## config.mk

```make
export PLATFORM = sky130hd
export DESIGN_NAME = hdmi_link_sequencer_flat
export DESIGN_NICKNAME = d
export VERILOG_FILES = /design/src/rtl/hdmi_link_sequencer_if.sv /design/src/rtl/hdmi_link_sequencer.sv /design/src/flat_wrapper.sv
export SDC_FILE = /design/constraint.sdc
export NUM_CORES = 1
export LEC_CHECK = 0
export CORE_UTILIZATION = 58
export DETAILED_ROUTE_END_ITERATION = 16
export PLACE_DENSITY = 0.83
export SLEW_MARGIN = 20
export SYNTH_ARGS = -nofsm -noshare
export SYNTH_HDL_FRONTEND = slang
export SYNTH_SLANG_ARGS = --single-unit
```

## constraint.sdc

```tcl
create_clock -name clk -period 3 [get_ports clk]
set_input_delay 0.45 -clock clk [delete_from_list [all_inputs] [get_ports clk]]
set_output_delay 0.45 -clock clk [all_outputs]
set_load 0.005 [all_outputs]
```

## src/rtl/hdmi_link_sequencer_if.sv

```systemverilog
// ============================================================================
// hdmi_link_sequencer_if : control/status bundle of the HDMI link sequencer
// Rev 1.0
// ============================================================================
`default_nettype none

interface hdmi_link_sequencer_if #(
  parameter int RETRY_W = 3
);
  logic               enable;
  logic               locked_des_a;
  logic               locked_ser_a;
  logic [2:0]         bond_vld_a;
  logic               mmcm_rst;
  logic               rx_arst;
  logic               tx_rst;
  logic               tx_pass;
  logic               link_up;
  logic               fault;
  logic [RETRY_W-1:0] retry_cnt;
  logic [2:0]         state;

  modport master (
    input  enable, locked_des_a, locked_ser_a, bond_vld_a,
    output mmcm_rst, rx_arst, tx_rst, tx_pass, link_up, fault, retry_cnt, state
  );

  modport slave (
    output enable, locked_des_a, locked_ser_a, bond_vld_a,
    input  mmcm_rst, rx_arst, tx_rst, tx_pass, link_up, fault, retry_cnt, state
  );
endinterface

`default_nettype wire

```

## src/rtl/hdmi_link_sequencer.sv

```systemverilog
// ============================================================================
// hdmi_link_sequencer : HDMI pass-through bring-up / link-loss recovery FSM
// Rev 1.0
// ============================================================================
`default_nettype none

module hdmi_link_sequencer #(
  parameter int RST_CYC     = 16,
  parameter int SETTLE_CYC  = 1024,
  parameter int LOCK_TO     = 2**20,
  parameter int BOND_TO     = 2**20,
  parameter int DROP_CYC    = 8,
  parameter int BACKOFF_CYC = 2**16,
  parameter int MAX_RETRY   = 7
) (
  input  logic                   clk,
  input  logic                   rst_raw_n,
  hdmi_link_sequencer_if.master  bus
);

  function automatic int max2(input int a, input int b);
    return (a > b) ? a : b;
  endfunction

  localparam int c_retry_w = $clog2(MAX_RETRY + 1);
  localparam int c_tmr_w   = $clog2(max2(max2(LOCK_TO, BOND_TO), max2(BACKOFF_CYC, RST_CYC)) + 1);
  localparam int c_cons_w  = $clog2(max2(SETTLE_CYC, DROP_CYC) + 1);

  localparam logic [c_tmr_w-1:0]   c_rst_last     = c_tmr_w'(RST_CYC - 1);
  localparam logic [c_tmr_w-1:0]   c_lock_last    = c_tmr_w'(LOCK_TO - 1);
  localparam logic [c_tmr_w-1:0]   c_bond_last    = c_tmr_w'(BOND_TO - 1);
  localparam logic [c_tmr_w-1:0]   c_backoff_last = c_tmr_w'(BACKOFF_CYC - 1);
  localparam logic [c_cons_w-1:0]  c_settle_last  = c_cons_w'(SETTLE_CYC - 1);
  localparam logic [c_cons_w-1:0]  c_drop_last    = c_cons_w'(DROP_CYC - 1);
  localparam logic [c_retry_w-1:0] c_max_retry    = c_retry_w'(MAX_RETRY);

  typedef enum logic [2:0] {
    S_IDLE      = 3'd0,
    S_MMCM_RST  = 3'd1,
    S_WAIT_LOCK = 3'd2,
    S_RX_RST    = 3'd3,
    S_WAIT_BOND = 3'd4,
    S_TX_RST    = 3'd5,
    S_RUN       = 3'd6,
    S_FAULT     = 3'd7
  } state_t;

  state_t               r_state;
  state_t               w_next;
  logic [c_tmr_w-1:0]   r_timer;
  logic [c_cons_w-1:0]  r_cons;
  logic [c_retry_w-1:0] r_retry;
  logic [c_retry_w-1:0] w_retry_next;
  logic                 w_cond;
  logic                 r_des_s1, r_des_s2, r_ser_s1, r_ser_s2;
  logic [2:0]           r_bond_s1, r_bond_s2;
  logic                 r_mmcm_rst, r_rx_arst, r_tx_rst, r_run, r_fault;
  logic                 w_locks_ok, w_bond_ok;

  assign w_locks_ok = r_des_s2 & r_ser_s2;
  assign w_bond_ok  = &r_bond_s2;

  // w_cond is the per-state "consecutive cycles" qualifier feeding r_cons:
  // settle condition while waiting, bad-link condition while running.
  always_comb begin
    w_next       = r_state;
    w_retry_next = r_retry;
    w_cond       = 1'b0;
    case (r_state)
      S_IDLE:      if (bus.enable) w_next = S_MMCM_RST;
      S_MMCM_RST:  if (r_timer >= c_rst_last) w_next = S_WAIT_LOCK;
      S_WAIT_LOCK: begin
        w_cond = w_locks_ok;
        if (r_timer >= c_lock_last)                      w_next = S_FAULT;
        else if (w_locks_ok && r_cons >= c_settle_last)  w_next = S_RX_RST;
      end
      S_RX_RST: begin
        if (!w_locks_ok)                 w_next = S_FAULT;
        else if (r_timer >= c_rst_last)  w_next = S_WAIT_BOND;
      end
      S_WAIT_BOND: begin
        w_cond = w_bond_ok;
        if (!w_locks_ok)                                w_next = S_FAULT;
        else if (r_timer >= c_bond_last)                w_next = S_FAULT;
        else if (w_bond_ok && r_cons >= c_settle_last)  w_next = S_TX_RST;
      end
      S_TX_RST: begin
        if (!w_locks_ok)                 w_next = S_FAULT;
        else if (r_timer >= c_rst_last)  w_next = S_RUN;
      end
      S_RUN: begin
        w_cond = !(w_locks_ok && w_bond_ok);
        if (w_cond && r_cons >= c_drop_last) w_next = S_FAULT;
      end
      S_FAULT: begin
        if (r_timer >= c_backoff_last && r_retry < c_max_retry) begin
          w_next       = S_MMCM_RST;
          w_retry_next = r_retry + 1'b1;
        end
      end
      default: w_next = S_IDLE;
    endcase
    if (!bus.enable) w_next = S_IDLE;
    if (w_next == S_IDLE) w_retry_next = '0;
  end

  always_ff @(posedge clk or negedge rst_raw_n) begin
    if (!rst_raw_n) begin
      r_des_s1   <= 1'b0;
      r_des_s2   <= 1'b0;
      r_ser_s1   <= 1'b0;
      r_ser_s2   <= 1'b0;
      r_bond_s1  <= 3'b000;
      r_bond_s2  <= 3'b000;
      r_state    <= S_IDLE;
      r_timer    <= '0;
      r_cons     <= '0;
      r_retry    <= '0;
      r_mmcm_rst <= 1'b1;
      r_rx_arst  <= 1'b1;
      r_tx_rst   <= 1'b1;
      r_run      <= 1'b0;
      r_fault    <= 1'b0;
    end else begin
      r_des_s1   <= bus.locked_des_a;
      r_des_s2   <= r_des_s1;
      r_ser_s1   <= bus.locked_ser_a;
      r_ser_s2   <= r_ser_s1;
      r_bond_s1  <= bus.bond_vld_a;
      r_bond_s2  <= r_bond_s1;
      r_state    <= w_next;
      r_retry    <= w_retry_next;
      if (w_next != r_state) begin
        r_timer <= '0;
        r_cons  <= '0;
      end else begin
        if (r_timer != '1) r_timer <= r_timer + 1'b1;
        if (!w_cond)            r_cons <= '0;
        else if (r_cons != '1)  r_cons <= r_cons + 1'b1;
      end
      // Outputs decode the next state so they switch on the same edge as r_state.
      r_mmcm_rst <= (w_next == S_IDLE) || (w_next == S_MMCM_RST) || (w_next == S_FAULT);
      r_rx_arst  <= !((w_next == S_WAIT_BOND) || (w_next == S_TX_RST) || (w_next == S_RUN));
      r_tx_rst   <= (w_next != S_RUN);
      r_run      <= (w_next == S_RUN);
      r_fault    <= (w_next == S_FAULT);
    end
  end

  assign bus.mmcm_rst  = r_mmcm_rst;
  assign bus.rx_arst   = r_rx_arst;
  assign bus.tx_rst    = r_tx_rst;
  assign bus.tx_pass   = r_run;
  assign bus.link_up   = r_run;
  assign bus.fault     = r_fault;
  assign bus.retry_cnt = r_retry;
  assign bus.state     = r_state;

endmodule

`default_nettype wire
```

## src/flat_wrapper.sv

```systemverilog
// flat-port wrapper written by rule: the top's interface ports become plain ports
module hdmi_link_sequencer_flat 
#(
  parameter int RST_CYC     = 16,
  parameter int SETTLE_CYC  = 1024,
  parameter int LOCK_TO     = 2**20,
  parameter int BOND_TO     = 2**20,
  parameter int DROP_CYC    = 8,
  parameter int BACKOFF_CYC = 2**16,
  parameter int MAX_RETRY   = 7
)
  (clk, rst_raw_n, bus_enable, bus_locked_des_a, bus_locked_ser_a, bus_bond_vld_a, bus_mmcm_rst, bus_rx_arst, bus_tx_rst, bus_tx_pass, bus_link_up, bus_fault, bus_retry_cnt, bus_state);
  hdmi_link_sequencer_if bus_i ();
  input  logic clk;
  input  logic rst_raw_n;
  input wire logic [$bits(bus_i.enable)-1:0] bus_enable;
  input wire logic [$bits(bus_i.locked_des_a)-1:0] bus_locked_des_a;
  input wire logic [$bits(bus_i.locked_ser_a)-1:0] bus_locked_ser_a;
  input wire logic [$bits(bus_i.bond_vld_a)-1:0] bus_bond_vld_a;
  output wire logic [$bits(bus_i.mmcm_rst)-1:0] bus_mmcm_rst;
  output wire logic [$bits(bus_i.rx_arst)-1:0] bus_rx_arst;
  output wire logic [$bits(bus_i.tx_rst)-1:0] bus_tx_rst;
  output wire logic [$bits(bus_i.tx_pass)-1:0] bus_tx_pass;
  output wire logic [$bits(bus_i.link_up)-1:0] bus_link_up;
  output wire logic [$bits(bus_i.fault)-1:0] bus_fault;
  output wire logic [$bits(bus_i.retry_cnt)-1:0] bus_retry_cnt;
  output wire logic [$bits(bus_i.state)-1:0] bus_state;
  assign bus_i.enable = bus_enable;
  assign bus_i.locked_des_a = bus_locked_des_a;
  assign bus_i.locked_ser_a = bus_locked_ser_a;
  assign bus_i.bond_vld_a = bus_bond_vld_a;
  assign bus_mmcm_rst = bus_i.mmcm_rst;
  assign bus_rx_arst = bus_i.rx_arst;
  assign bus_tx_rst = bus_i.tx_rst;
  assign bus_tx_pass = bus_i.tx_pass;
  assign bus_link_up = bus_i.link_up;
  assign bus_fault = bus_i.fault;
  assign bus_retry_cnt = bus_i.retry_cnt;
  assign bus_state = bus_i.state;
  hdmi_link_sequencer #(.RST_CYC(RST_CYC), .SETTLE_CYC(SETTLE_CYC), .LOCK_TO(LOCK_TO), .BOND_TO(BOND_TO), .DROP_CYC(DROP_CYC), .BACKOFF_CYC(BACKOFF_CYC), .MAX_RETRY(MAX_RETRY)) u_core (.clk(clk), .rst_raw_n(rst_raw_n), .bus(bus_i));
endmodule
```

* Word level (Yosys, flattened, before mapping)
Index checks and enable logic that the tools add are counted.
** Word-level totals
- Bits in registers :: 53
- Input port bits :: 8
** Cells by class
- $add $sub $neg :: 3
- $lt $le $gt $ge :: 6
- Equality and inequality tests :: 17
- Multiplexer cells :: 23
- Bitwise operators :: 1
- Reduce and logical (&&, ||, !) cells :: 18
** Operator list (number)
- $mux 3 :: 16
- $mux 21 :: 2
- $mux 11 :: 3
- $eq 3x3->1 const B :: 8
- $pmux 3 s8 :: 1
- $add 21x1->21 const B :: 1
- $ge 21x16->1 const B :: 1
- $ge 21x20->1 const B :: 1
- $ge 21x4->1 const B :: 1
- $ne 21x21->1 const B :: 1
- $add 11x1->11 const B :: 1
- $ge 11x10->1 const B :: 1
- $ge 11x3->1 const B :: 1
- $ne 11x11->1 const B :: 1
- $eq 3x1->1 const B :: 2
- $eq 3x2->1 const B :: 2
- $logic_not 3->1 :: 2
- $ne 3x3->1 const B :: 2
- $reduce_bool 2->1 :: 3
- $logic_and 1x1->1 :: 5
- $logic_or 1x1->1 :: 4
- $add 3x1->3 const B :: 1
- $lt 3x3->1 const B :: 1
- $ne 3x3->1 :: 1
- 5 further kinds :: 6

* Longest topological paths before layout
- Depth after elaboration :: 11
- Depth in mapped cells :: 9
- Mapped depth without buffers :: 8

* Least setup slack after synthesis
No wires, ideal clock.
- Kind :: register -> register
- From :: register u_core.r_timer[0]
- To :: register u_core.r_cons[8]
- Arrival :: 2291 ps
- Required time :: 2906 ps
- Setup slack :: 615 ps
- Stages on the path, launching flop included :: 10
- Buffers on the path :: 1
- Path through :: dfrtp_1 -> ha_1 -> a21oi_1 -> nor2_1 -> o311a_1 -> a211o_1 -> a31oi_4 -> o2111ai_2 -> buf_6 -> nor4b_4
** On the way
- Cells in the longest elaborated chain, start to end :: 7
- Elaborated cells on any way between the ends :: 18
** Ends and longest elaborated chain
- start, declared :: RTL line hdmi_link_sequencer.sv:50 : logic [c_tmr_w-1:0] r_timer;
- start signal, assigned :: RTL line hdmi_link_sequencer.sv:137 : if (r_timer != '1) r_timer <= r_timer + 1'b1;
- $ge 21x4->1 (tied with other cells) :: RTL line hdmi_link_sequencer.sv:71, hdmi_link_sequencer.sv:79, hdmi_link_sequencer.sv:89
- $mux 3 (tied with other cells) :: RTL line hdmi_link_sequencer.sv:89 : else if (r_timer >= c_rst_last) w_next = S_RUN;
- $mux 3, on equally long branches
- $pmux 3 s8 (*) :: RTL line hdmi_link_sequencer.sv:69 : case (r_state)
- $mux 3 (*) :: RTL line hdmi_link_sequencer.sv:103 : if (!bus.enable) w_next = S_IDLE;
- named net u_core.w_next[1] :: RTL line hdmi_link_sequencer.sv:49 : state_t w_next;
- $ne 3x3->1 (*) :: RTL line hdmi_link_sequencer.sv:133 : if (w_next != r_state) begin
- $ne 3x3->1 (no source line) or $mux 11 (tied branches)
- end signal, assigned :: RTL line hdmi_link_sequencer.sv:139 : else if (r_cons != '1) r_cons <= r_cons + 1'b1;
- end, declared :: RTL line hdmi_link_sequencer.sv:51 : logic [c_cons_w-1:0] r_cons;
The timed path passes the listed nets; every way through them passes the cells marked *.
A chain may end at the register's enable or synchronous reset.

* Worst setup path in the final report
- From :: register u_core.r_timer[0]
- To :: register u_core.r_cons[0]
** On the way
- Cells in the longest elaborated chain, start to end :: 7
- Elaborated cells on any way between the ends :: 18
** Ends and longest elaborated chain (RTL line)
- $ge 21x4->1 (tied with other cells) :: hdmi_link_sequencer.sv:71, hdmi_link_sequencer.sv:79, hdmi_link_sequencer.sv:89
- $mux 3 (tied with other cells) :: hdmi_link_sequencer.sv:89
- $mux 3, on equally long branches
- $pmux 3 s8 (*) :: hdmi_link_sequencer.sv:69
- $mux 3 (*) :: hdmi_link_sequencer.sv:103
- $ne 3x3->1 (*) :: hdmi_link_sequencer.sv:133
- $ne 3x3->1 (no source line) or $mux 11 (tied branches)
Every way passes the cells marked *; elsewhere a longest branch is shown, timed or not.

==> run_results.csv <==
group,metric,value,unit
route,drtIter0Drc,210,
clocking,cts_setup_buffers,0,
min_path,hold_path_class,"input pin to asynchronous set/reset pin",
yosys,avgSynthCellArea,9.692,um2
critical_path,path_max_fanout,30,
global_routing,track_usage,22.78,%
clocking,htree_num_levels,2,
layout,nets,315,
clocking,cts_tree,"built",
global_routing,grt_pass1_wl,9.177,mm
yosys,synth_nets,299,
route,drt_pass1_iterations,12,
critical_path,crit_path_start_kind,"register",
power_and_ir_drop,leakagePower,1.298,nW
critical_path,crit_path_end,"u_core.r_cons[0]",
floorplanning,die_width,71.38,um
status,violations,"DRC",
power_and_ir_drop,ir_worst_vdd,0.3096,mV
placement,place_area,0.002990,mm2
global_routing,first_global_vias,2090,
floorplanning,num_rows,24,
sta,rsz0062_at_grt,"false",
route,postRouteAntennaNets,0,
global_routing,grt.overflow.total,0,
yosys,yosysSeqAreaShare,47.65,%
clocking,clk_latency,0.31,ns
sta,setup_violations,0,
yosys,synth_flop_cell,"dfrtp_1",
critical_path,critPathKind,"register to register",
layout,diodes,0,
yosys,synth_edf_count,0,
global_routing,antenna_found_initial,0,
clocking,clk_pin_slew,0.10,ns
critical_path,critPathSlowestCell,"dfrtp_1",
floorplanning,die_h,71.38,um
sta,worstMarginPinSlew,0.6657,ns
power_and_ir_drop,p_per_area,470.2,mW/mm2
floorplanning,dieArea,0.005094,mm2
critical_path,cp_top_family,"compound AO/OA/AOI/OAI gates",
critical_path,reg2reg_depth,9,
run,cap_violations,0,
clocking,clockRootBuffer,"clkbuf_8",
yosys,yosysWarnings,0,
route,routed_wl,5.290,mm
sta,setup_tns,0,ns
sta,fin_skew,0.008971,ns
critical_path,path_cells,"ha_1 -> a21oi_1 -> nor2_1 -> o311a_1 -> a211o_1 -> a211o_1 -> o2111ai_2 -> buf_4 -> nor3_1",
layout,drive_gt1_share,7.869,%
sta,fin_crit_sh,90.11,%
critical_path,timing.rr.start,"u_core.r_timer[0]",
critical_path,cp-end-kind,"register",
floorplanning,initial_utilization,62.39,%
layout,postLayoutCellArea,0.003108,mm2
layout,layout-area-overhead-vs-synth,11.34,%
layout,layout_common_cells,"50 x dfrtp_1, 48 x nor2_1, 24 x nand2_1, 18 x clkdlybuf4s50_1, 13 x nand3_1",
route,via_per_inst,6.154,
yosys,synth_cell_type_count,54,
layout,fin_util,69.46,%
layout,layout_commonest_cell,"dfrtp_1",
route,via_count,2197,
floorplanning,boundaryPins,20,
sta,slew_headroom,55.24,%
critical_path,crit_arrival,2.89,ns
floorplanning,design.core.area,0.004474,mm2
global_routing,grt_max_degree,54,
placement,hpwl,3.779,mm
clocking,post_cts_resized,0,
clocking,postCtsHoldBufs,0,
critical_path,path_depth,9,
critical_path,rr_endpoint,"u_core.r_cons[0]",
critical_path,timing.reg2reg.setup_slack,0.30,ns
critical_path,cp_num_buf_inv,1,
placement,port_buffers,19,
sta,whs,0.1512,ns
clocking,cts_sinks,53,
route,drc_errors,4,
sta,maxSlewViolCount,0,
yosys,async_flop_share,100.0,%
critical_path,cp-startpoint,"u_core.r_timer[0]",
clocking,cts_buffer_depth,2,
yosys,synth_area,0.002791,mm2
yosys,synth_seq_cells,53,
route,routedWlPerCell,14.82,um
critical_path,crit_required,3.18,ns
critical_path,crit_path_frequent_cell,"a211o_1",
sta,hold_viol,0,
yosys,synth_cells,288,
sta,max_clock_freq,369.9,MHz
critical_path,worst_path_largest_cell_delay,0.44,ns
status,status,"finished with violations",
placement,place.gp.congestion,0.9159,
sta,period_minus_slack,2.703,ns
clocking,cts_buffers,5,
==> worst min path at each step <==
stage | cells after the start | slack, ns | to
floorplan | 0 | 0.15 | u_core.bus.fault
global placement | 0 | 0.34 | u_core.r_bond_s2[0]
detailed placement | 0 | 0.34 | u_core.r_bond_s2[0]
CTS | 0 | 0.36 | u_core.r_bond_s2[0]
global route | 1 | 0.22 | u_core.r_bond_s2[2]
finish | 1 | 0.15 | u_core.r_cons[4]
==> per-stage QoR <==
| step | setup WS [ns] | power, mW | instances |
|---|---|---|---|
| 6_report | 0.2967 | 1.461 | 357 |
| 5_1_grt | 0.08952 | 1.527 | 357 |
| 4_1_cts | 0.3170 | 1.471 | 357 |
| 3_5_place_dp | 0.3376 | 0.9906 | 349 |
| 3_3_place_gp | 0.4017 | 0.9852 | 349 |
| 2_1_floorplan | 0.6147 | 0.9181 | 288 |
==> registers in the layout, indices dropped and copies added, names as in the netlist, 3 cells and up <==
register              flops
u_core.r_bond_s1          3
u_core.r_timer           21
u_core.bus.retry_cnt      3
u_core.r_bond_s2          3
u_core.r_cons            11
u_core.bus.state          3
==> metal layers <==
layer | vias up | GRT usage [%] | part of all wire [%]
met1 | 1070 | 28.89 | 45
met3 | 10 | 4.641 | 4.0
met5 | - | 0 | 0
li1 | 1064 | - | -
met2 | 53 | 38.73 | 49
met4 | 0 | 8.444 | 1.9
==> power by group <==
group / leakage [nW] / total, mW / internal, mW / switching [mW]
clock: 0.0543 / 0.483 / 0.250 / 0.233
sequential: 0.700 / 0.777 / 0.744 / 0.0333
combinational: 0.544 / 0.201 / 0.0842 / 0.117
==> layout make-up <==
class | instances | area (um2)
Clock buffer | 5 | 68.82
Clock inverter | 3 | 46.29
Fill cell | 328 | 1366
Inverter | 6 | 22.52
Multi-Input combinational cell | 217 | 1373
Sequential cell | 53 | 1330
Tap cell | 52 | 65.06
Timing Repair Buffer | 21 | 202.7
==> logic make-up (layout without fill, tap and decap cells) <==
logic type	after synthesis	after routing	synth area share, %
flip-flops	53	53	47.65
XOR/XNOR	24	24	7.530
buffers and inverters	18	35	3.182
multiplexers	4	4	1.434
AND/OR/NAND/NOR	139	139	25.68
AO/OA/AOI/OAI	45	45	12.69
adder cells (fa/ha/maj)	4	4	1.703
other	1	1	0.1343
==> Yosys cell counts, drive strengths merged, types with 3 or more instances <==
cell type / n / share of area [%]
dfstp: 3 / 2.8
nand4: 11 / 2.5
nand2: 24 / 3.2
a211oi: 4 / 1.1
o21ai: 6 / 1.1
nand3: 14 / 2.7
dfrtp: 50 / 45
xor2: 12 / 3.8
nor3: 11 / 2.4
nor2: 48 / 6.5
xnor2: 12 / 3.8
mux2i: 4 / 1.4
buf: 6 / 1.6
a31oi: 4 / 1.4
a211o: 3 / 0.94
clkbuf: 6 / 0.81
and2: 8 / 1.8
inv: 6 / 0.81
ha: 3 / 1.3
and3: 7 / 1.6
a21oi: 9 / 1.6
nor4: 7 / 2.1
Power figures use the tool's default switching activity.
